[config.mk]
export PLATFORM = sky130hd
export DESIGN_NAME = dram_lsu
export DESIGN_NICKNAME = d
export VERILOG_FILES = /design/src/rtl/dram_lsu.sv
export SDC_FILE = /design/constraint.sdc
export NUM_CORES = 1
export LEC_CHECK = 0
export BUFFER_PORTS_ARGS = -buffer_cell sky130_fd_sc_hd__buf_2
export CELL_PAD_IN_SITES_DETAIL_PLACEMENT = 0
export CELL_PAD_IN_SITES_GLOBAL_PLACEMENT = 2
export CORE_ASPECT_RATIO = 0.7
export CORE_MARGIN = 8
export CORE_UTILIZATION = 27
export CTS_CLUSTER_DIAMETER = 30
export DETAILED_ROUTE_END_ITERATION = 8
export PLACE_DENSITY_LB_ADDON = 0.25
export SLEW_MARGIN = 40
export SYNTH_ARGS = -nofsm -noshare
export SYNTH_HDL_FRONTEND = slang
export SYNTH_SLANG_ARGS = --single-unit
export TNS_END_PERCENT = 100
[constraint.sdc]
create_clock -name clk -period 3.9 [get_ports clk]
set_input_delay 0.39 -clock clk [delete_from_list [all_inputs] [get_ports clk]]
set_output_delay 0.39 -clock clk [all_outputs]
set_load 0.02 [all_outputs]
[src/rtl/dram_lsu.sv]
`default_nettype none
// ============================================================================
// Module   : dram_lsu
// Purpose  : Load/store front-end for the 256 x 32 data_ram block RAM
//            (port A). Takes one byte/half/word access at a time over a
//            valid/ready handshake, drives byte-lane write enables, word
//            address and lane-replicated write data, and returns one
//            response per request with sign/zero-extended load data.
// Ports    : clk, reset          - clock (shared with data_ram clka), sync
//                                  active-high reset
//            req_*               - upstream request (valid/ready, wr, size,
//                                  unsigned, byte addr, right-aligned wdata)
//            rsp_*               - upstream response (valid/ready, rdata, err)
//            ram_wea/addr/din    - to data_ram wea/addra/dina
//            ram_dout            - from data_ram douta (1-cycle registered)
// Config   : DRAM_LSU_ALIGN_CHECK_EN - when defined, misaligned half/word
//            accesses and size=3 return rsp_err=1 without touching the RAM;
//            when undefined, low address bits are forced to alignment and
//            size=3 behaves as a word access.
// Revision : 1.0 - initial release
// ============================================================================
module dram_lsu (
  input  logic        clk,
  input  logic        reset,
  input  logic        req_valid,
  output logic        req_ready,
  input  logic        req_wr,
  input  logic [1:0]  req_size,
  input  logic        req_unsigned,
  input  logic [31:0] req_addr,
  input  logic [31:0] req_wdata,
  output logic        rsp_valid,
  input  logic        rsp_ready,
  output logic [31:0] rsp_rdata,
  output logic        rsp_err,
  output logic [3:0]  ram_wea,
  output logic [7:0]  ram_addr,
  output logic [31:0] ram_din,
  input  logic [31:0] ram_dout
);

  typedef enum logic [1:0] {
    S_IDLE   = 2'd0,
    S_ACCESS = 2'd1,
    S_WAIT   = 2'd2,
    S_RESP   = 2'd3
  } state_t;

  state_t      r_state;
  logic        r_wr;
  logic [1:0]  r_size;
  logic        r_uns;
  logic [1:0]  r_off;
  logic        r_err;
  logic [3:0]  r_wea;
  logic [7:0]  r_addr;
  logic [31:0] r_din;
  logic        r_rsp_valid;
  logic [31:0] r_rsp_rdata;
  logic        r_rsp_err;

  logic [31:0] w_addr_eff;
  logic [1:0]  w_size_eff;
  logic        w_misalign;
  logic [3:0]  w_wea_req;
  logic [31:0] w_din_req;
  logic [7:0]  w_byte;
  logic [15:0] w_half;
  logic [31:0] w_load;
  logic        w_unused;

  // Upper address bits are ignored: the RAM window wraps every 1 KiB.
  assign w_unused = ^req_addr[31:10];

  // Alignment policy applied to the incoming request.
  always_comb begin
    w_addr_eff = req_addr;
    w_size_eff = req_size;
`ifdef DRAM_LSU_ALIGN_CHECK_EN
    w_misalign = ((req_size == 2'd1) && req_addr[0]) ||
                 ((req_size == 2'd2) && (req_addr[1:0] != 2'b00)) ||
                 (req_size == 2'd3);
`else
    w_misalign = 1'b0;
    if (req_size == 2'd3) begin
      w_size_eff = 2'd2;
    end
    case (w_size_eff)
      2'd1:    w_addr_eff[0]   = 1'b0;
      2'd2:    w_addr_eff[1:0] = 2'b00;
      default: ;
    endcase
`endif
  end

  // Byte-lane enables and lane-replicated data for a store.
  always_comb begin
    w_wea_req = 4'b0000;
    w_din_req = req_wdata;
    case (w_size_eff)
      2'd0: begin
        w_wea_req = 4'b0001 << w_addr_eff[1:0];
        w_din_req = {4{req_wdata[7:0]}};
      end
      2'd1: begin
        w_wea_req = w_addr_eff[1] ? 4'b1100 : 4'b0011;
        w_din_req = {2{req_wdata[15:0]}};
      end
      default: begin
        w_wea_req = 4'b1111;
        w_din_req = req_wdata;
      end
    endcase
    if (!req_wr || w_misalign) begin
      w_wea_req = 4'b0000;
    end
  end

  // Lane selection and extension of the word read back from the RAM.
  always_comb begin
    case (r_off)
      2'd0:    w_byte = ram_dout[7:0];
      2'd1:    w_byte = ram_dout[15:8];
      2'd2:    w_byte = ram_dout[23:16];
      default: w_byte = ram_dout[31:24];
    endcase
    w_half = r_off[1] ? ram_dout[31:16] : ram_dout[15:0];
    case (r_size)
      2'd0:    w_load = r_uns ? {24'd0, w_byte} : {{24{w_byte[7]}}, w_byte};
      2'd1:    w_load = r_uns ? {16'd0, w_half} : {{16{w_half[15]}}, w_half};
      default: w_load = ram_dout;
    endcase
  end

  always_ff @(posedge clk) begin
    if (reset) begin
      r_state     <= S_IDLE;
      r_wr        <= 1'b0;
      r_size      <= 2'd0;
      r_uns       <= 1'b0;
      r_off       <= 2'd0;
      r_err       <= 1'b0;
      r_wea       <= 4'b0000;
      r_addr      <= 8'd0;
      r_din       <= 32'd0;
      r_rsp_valid <= 1'b0;
      r_rsp_rdata <= 32'd0;
      r_rsp_err   <= 1'b0;
    end else begin
      case (r_state)
        S_IDLE: begin
          if (req_valid) begin
            r_wr   <= req_wr;
            r_size <= w_size_eff;
            r_uns  <= req_unsigned;
            r_off  <= w_addr_eff[1:0];
            r_err  <= w_misalign;
            // Address/enables/data are set up at the accept edge so they
            // are already on the RAM pins throughout the ACCESS cycle.
            r_addr <= w_addr_eff[9:2];
            r_wea  <= w_wea_req;
            if (req_wr && !w_misalign) begin
              r_din <= w_din_req;
            end
            r_state <= S_ACCESS;
          end
        end
        S_ACCESS: begin
          r_wea <= 4'b0000;
          if (r_err || r_wr) begin
            r_rsp_valid <= 1'b1;
            r_rsp_rdata <= 32'd0;
            r_rsp_err   <= r_err;
            r_state     <= S_RESP;
          end else begin
            r_state <= S_WAIT;
          end
        end
        S_WAIT: begin
          r_rsp_valid <= 1'b1;
          r_rsp_rdata <= w_load;
          r_rsp_err   <= 1'b0;
          r_state     <= S_RESP;
        end
        S_RESP: begin
          if (rsp_ready) begin
            r_rsp_valid <= 1'b0;
            r_state     <= S_IDLE;
          end
        end
        default: r_state <= S_IDLE;
      endcase
    end
  end

  // Reset must suppress a write already set up for the current cycle.
  assign ram_wea   = reset ? 4'b0000 : r_wea;
  assign req_ready = (r_state == S_IDLE) && !reset;
  assign ram_addr  = r_addr;
  assign ram_din   = r_din;
  assign rsp_valid = r_rsp_valid;
  assign rsp_rdata = r_rsp_rdata;
  assign rsp_err   = r_rsp_err;

endmodule
`default_nettype wire

==> results of run 1 <==
## power breakdown
group / internal [uW] / total (uW) / switching, uW
clock network: 467 / 831 / 365
logic: 363 / 1070 / 709
registers: 1030 / 1130 / 105
total: 1860 / 3030 / 1180
## synthesized netlist by cell type, drive strengths merged (7+ instances only)
cell    count  area share [%]
a21oi      60             7.4
nor3       11             1.4
a211oi     16             3.0
nor2b       8             1.2
buf        23             2.9
a221o       7             1.7
mux2i      20             5.0
nand2      97             8.9
a32o        7             1.7
a311oi      8             1.7
dfxtp      85              42
a22oi      16             3.0
o21ai      27             3.3
mux2        7             1.9
inv        13             1.2
clkbuf     22             2.0
nor2       32             3.0
## per-stage QoR
step	power, uW	instance area (um^2)	utilization (%)
final	3030	5260	35.7
after global routing	3240	5260	35.7
after CTS	3090	5260	35.7
after detailed placement	2230	4970	33.7
after global placement	2210	4960	33.7
after floorplan	1850	4070	-
## sequential cells by signal, summed over array words and instances, names as in the netlist
signal,flops
r_state,2
r_wea,4
r_uns,1
rsp_rdata,32
ram_addr,8
ram_din,32
rsp_valid,1
r_off,2
r_size,2
r_wr,1
## cell type report
| type | count | area (um^2) | area share, % |
|---|---|---|---|
| multi-input combinational | 360 | 2120 | 40.4 |
| sequential | 85 | 1700 | 32.4 |
| timing repair buffer | 166 | 848 | 16.1 |
| clock buffer | 11 | 253 | 4.81 |
| tap | 195 | 244 | 4.64 |
| inverter | 13 | 48.8 | 0.929 |
| clock inverter | 5 | 35.0 | 0.667 |
## worst register-to-register path: stages (launching register included)
cell     delay [ns]
dfxtp_1        0.35
inv_1          0.10
ha_1           0.21
and2_1         0.51
nand2_1        0.64
nor3_1         0.48
a22o_1         0.19
## final timing paths
| kind | cells after the start | end | startpoint | slack (ns) |
|---|---|---|---|---|
| setup / recovery | 6 | r_wea[0] | r_state[0] | 1.37 |
| hold / removal | 3 | ram_addr[2] | req_addr[4] | 0.28 |
| hold reg to reg | 2 | ram_din[0] | ram_din[0] | 0.45 |
| setup reg to reg | 6 | r_wea[0] | r_state[0] | 1.37 |
## layout by cell type, fill, tap and decap left out, drive strengths merged, types with 11 or more instances in the layout
master  instances
buf           166
nand2          97
dfxtp          85
a21oi          60
nor2           32
o21ai          27
mux2i          20
a22oi          16
a211oi         16
inv            13
nor3           11
clkbuf         11
## routing by layer
metal | share of wire, % | vias up | global-route usage, %
met5 | 0.086 | - | 0
met4 | 1.2 | 2 | 4.74
met3 | 8.4 | 16 | 5.48
met2 | 42 | 113 | 22.3
met1 | 48 | 1942 | 21.2
li1 | - | 2064 | -
## kinds of logic (layout without fill, tap and decap cells)
logic type	after synthesis	in the layout
AND/OR/NAND/NOR	163	163
multiplexers	27	27
flip-flops	85	85
other	1	1
buffers and inverters	58	195
adder cells (fa/ha/maj)	4	4
AO/OA/AOI/OAI	165	165
==> flow_summary.ini, run 1 <==
[logic_synthesis]
ys.flop_type = dfxtp_1
synth_top_family_by_area = compound AO/OA/AOI/OAI gates
async_reset_ff_share_pct = 0
synthAdderAreaFrac_pct = 1.23
ys_ff_latch = 85
synth_area_um2 = 4070
synth_enable_flop_cells = 0
synthMuxAreaShare_pct = 6.95
yosys_warnings = 0
yosysUniqueCellTypes = 41
synthCells = 503
syn_area_per_cell_um2 = 8.09
yosys.area_share.simple_pct = 17.0
ys_seq_area_share_pct = 41.8
synth_compound_area_share_pct = 26.8
syn-num-nets = 611
synth_xor_area_share_pct = 0

[route]
drc = 0
wire_per_inst_um = 18.1
viasPerCell = 4.95
dr.pass1.iters = 4
antenna_left = 0
drt_iter0_markers = 245
num_vias = 4137
wl_mm = 15.1

[sta]
fin_crit_sh_pct = 64.9
slew-limit-headroom_pct = 43.6
finalSetupViolations = 0
finalMaxSlewViolations = 0
worst_slack_ns = 1.37
max_freq_ghz = 0.395
whs_ns = 0.279
worst_pin_slew_ns = 0.844
fin_crit_ns = 2.53
fin_skew_ns = 0.00582
fin_tns_setup_ns = 0
rsz0062_at_grt = no
hold_viol_final = 0

[worst_setup_path]
critPathMaxStageDelay_ns = 0.64
path_buf_inv = 1
startpoint_type = register
cp.required_ns = 4.18
arrival_ns = 2.81
critPathKind = reg -> reg
cp_cell_sequence = inv_1, ha_1, and2_1, nand2_1, nor3_1, a22o_1
cp_slowest_cell = nand2_1
path_max_fanout = 18
crit_family = simple AND/OR/NAND/NOR gates
cp-end-kind = register

[floorplan]
dieHeight_um = 119
fp-row-count = 37
core_um2 = 14700
dieArea_um2 = 19300
start_util_pct = 27.6
ioPinCount = 183
die_w_um = 163

[clock_tree]
ctsHoldBuffers = 0
clk_path_buf_depth = 2
cts_htree_levels = 3
cts_root_buf = clkbuf_16
postCtsSetupBuffers = 0
cts_sinks = 85
clkLatencyLatePin_ns = 0.34
cts_tree = done
clk_pin_slew_ns = 0.06
numCtsBuffers = 9
cts_resized = 0

[power]
power_density_nw_per_um2 = 577
vdd_drop_max_mv = 0.236
p_leak_uw = 0.00232

[placed_design]
routabilityCongestion = 0.809
io_buffers = 159
placed_cells = 819
dp_worst_setup_slack_ns = 1.39
dpl.hpwl_mm = 11.2

[grt]
grt_pass1_vias = 4148
grt-ovfl-total = 0
antenna_found_initial = 1
grt_pass1_wl_mm = 23.7
grt_usage_pct = 15.5
grt_max_degree = 49

[cells_and_area]
fillerInstances = 1576
final_cells = 835
finalNetCount = 743
drive_gt1_share_pct = 30.3
antenna_cells = 0
area_growth_pct = 29.2

[hold_path]
worstHoldPathType = in -> reg

[run_status]
status = finished clean

[job]
max_cap_viol_count = 0
Power figures use the tool's default switching activity.
==> run 2: changes to the inputs <==
ABC_AREA = 1   (was unset)
CORE_UTILIZATION = 22   (was 27)
clock period = 2.3 ns   (was 3.9 ns; I/O delays follow)
==> run 2 against run 1 <==
  * Global-route usage is 2.2 points lower
  * Worst hold slack worse by 0.13 ns
  * Via count is 1.8% higher
  * Core utilization is 6.1 points lower
  * Register-to-register slack worse by 1.1 ns
  * Sequential share of layout area is 0.55 points lower
  * Total power is 100% higher
  * Non-clock buffer count is 6 higher
  * Fmax is 24% higher
  * Synthesized cell count is 15% higher
  * Largest cell class unchanged
==> flow_summary.ini, run 2 <==
[sta]
fin_tns_setup_ns = 0
fin_skew_ns = 0.0118
fin_crit_ns = 2.05
hold_viol_final = 0
worst_slack_ns = 0.252
rsz0062_at_grt = no
finalMaxSlewViolations = 0
max_freq_ghz = 0.488
slew-limit-headroom_pct = 54.7
worst_pin_slew_ns = 0.677
finalSetupViolations = 0
fin_crit_sh_pct = 89.0

[cells_and_area]
design_area_um2 = 5350
final_cell_mix = 165 x nand2_1, 159 x buf_2, 87 x a21oi_1
drive_gt1_share_pct = 28.0
layout_commonest_cell = nand2_1
area_growth_pct = 31.9
postLayoutCoreUtil_pct = 29.6
finalNetCount = 834

[power]
p_leak_uw = 0.00256
power_density_nw_per_um2 = 1150
vdd_drop_max_mv = 0.368

[grt]
grt_pass1_wl_mm = 23.7
grt-ovfl-total = 0
grt_pass1_vias = 4143
grt_max_degree = 49
grt_usage_pct = 13.3
antenna_found_initial = 1

[floorplan]
start_util_pct = 22.5
core_um2 = 18100
die_w_um = 178
dieHeight_um = 130
ioPinCount = 183
dieArea_um2 = 23100
fp-row-count = 41

[clock_tree]
numCtsBuffers = 9
clk_path_buf_depth = 2
cts_root_buf = clkbuf_16
postCtsSetupBuffers = 0
cts_sinks = 85
ctsHoldBuffers = 0
cts_resized = 0
clkLatencyLatePin_ns = 0.35
cts_tree = done
clk_pin_slew_ns = 0.07
cts_htree_levels = 3

[worst_setup_path]
r2r-end = ram_din[27]
cp_slowest_cell = buf_4
path_max_fanout = 48
arrival_ns = 2.32
critPathMaxStageDelay_ns = 0.38
cp_cell_sequence = inv_1, ha_1, nand2_2, inv_2, nand2_2, inv_2, buf_4, o21ai_0, a31oi_1
cp-end-kind = register
r2r_cells = 9
cp.required_ns = 2.57
reg2reg_from = r_state[1]
crit_family = buffers and inverters
r2r_setup_slack_ns = 0.25
critPathKind = reg -> reg
startpoint_type = register
path_buf_inv = 4

[logic_synthesis]
async_reset_ff_share_pct = 0
ys.flop_type = dfxtp_1
synth_area_leaders = dfxtp_1 42%, nand2_1 15%, a21oi_1 11%
ys_seq_area_share_pct = 42.0
ys_ff_latch = 85
yosysUniqueCellTypes = 32
synth_enable_flop_cells = 0
syn_area_per_cell_um2 = 6.99
synth_area_um2 = 4050
synth_top_area_cell = dfxtp_1
syn-num-nets = 688
yosysMostFrequentCell = nand2_1
yosys-top-cells-count = 165 x nand2_1, 87 x a21oi_1, 85 x dfxtp_1, 53 x o21ai_0, 46 x nor2_1
synthCells = 580
synth_top_area_share_pct = 42.0
yosys_warnings = 0

[hold_path]
hold_path_end = ram_addr[6]
holdPathStages = 3
hp-start = req_addr[8]
worstHoldPathType = in -> reg

[route]
wl_mm = 15.6
drc = 0
num_vias = 4210
wire_per_inst_um = 16.1
dr.pass1.iters = 5
antenna_left = 0
drt_iter0_markers = 226
viasPerCell = 4.35

[placed_design]
postPlaceCellArea_um2 = 5040
io_buffers = 159
routabilityCongestion = 0.795
dp_worst_setup_slack_ns = 0.260
dpl.hpwl_mm = 12.0

[run_status]
status = finished clean

[job]
max_cap_viol_count = 0
-- run 2: cell types whose count changed after synthesis, sizes merged, moves of 12 or more --
cell | previous run | this run
mux2i | 20 | 8
a21oi | 60 | 89
inv | 13 | 42
nor2 | 32 | 47
a211oi | 16 | 0
nand2 | 97 | 169
a22oi | 16 | 0
a31oi | 0 | 16
nand3 | 3 | 15
o21ai | 27 | 59
-- run 2: how the worst max path moves through the flow --
stage / start / end / slack (ns) / depth (start not counted)
after floorplan: r_state[1] / rsp_rdata[6] / 0.79 / 9
after global placement: r_state[1] / ram_din[25] / 0.34 / 9
after detailed placement: r_state[1] / ram_din[25] / 0.26 / 9
after CTS: r_state[1] / ram_din[27] / 0.24 / 9
after global routing: r_state[1] / ram_din[28] / 0.0007 / 9
final: r_state[1] / ram_din[27] / 0.25 / 9
-- run 2: report_power, final --
part	switching, uW	internal [uW]	total [uW]	leakage, uW
Sequential	215	1810	2030	0.000695
Combinational	1730	829	2560	0.00172
Clock	678	856	1530	0.000143
Total	2630	3500	6130	0.00256
-- run 2: metal layers --
layer	vias to the layer above	part of all wire [%]	global-route usage [%]
li1	2186	-	-
met1	1898	50	18.4
met2	110	41	18.6
met3	16	8.1	4.74
met4	0	1.7	4.56
met5	-	0	0
-- run 2: cells by family (layout without fill, tap and decap cells) --
family          count (synthesis)  in the layout  share of synthesized area, %
simple gates                  234            234                          23.4
mux                             8              8                          1.98
fa+ha+maj                       4              4                          1.23
flops                          85             85                          42.0
buf+inv                        80            231                          9.35
compound gates                168            168                          21.9
other cells                     1              2                        0.0925
-- run 2: cell type report --
type,count,area (um^2)
fillers,2031,12700
multi-input cells,415,1970
flip-flops and latches,85,1700
repair buffers,172,906
well taps,236,295
clock buffers,9,225
inverters,43,161
clock inverters,7,80.1
diodes,1,2.50
-- run 2: worst reg2reg max path, delay by kind of cell (launching register included) --
family          cells  cell delay (ns)
fa+ha+maj           1             0.20
buf+inv             4             0.81
compound gates      2             0.32
simple gates        2             0.30
flops               1             0.33
-- run 2: metrics by stage --
stage                     power, uW  hold WS (ns)  std cells
after floorplan                3890         0.373        580
after global placement         4630         0.450        951
after detailed placement       4670         0.453        951
after CTS                      6260         0.125        967
after global routing           6620         0.143        968
final                          6130         0.146        968
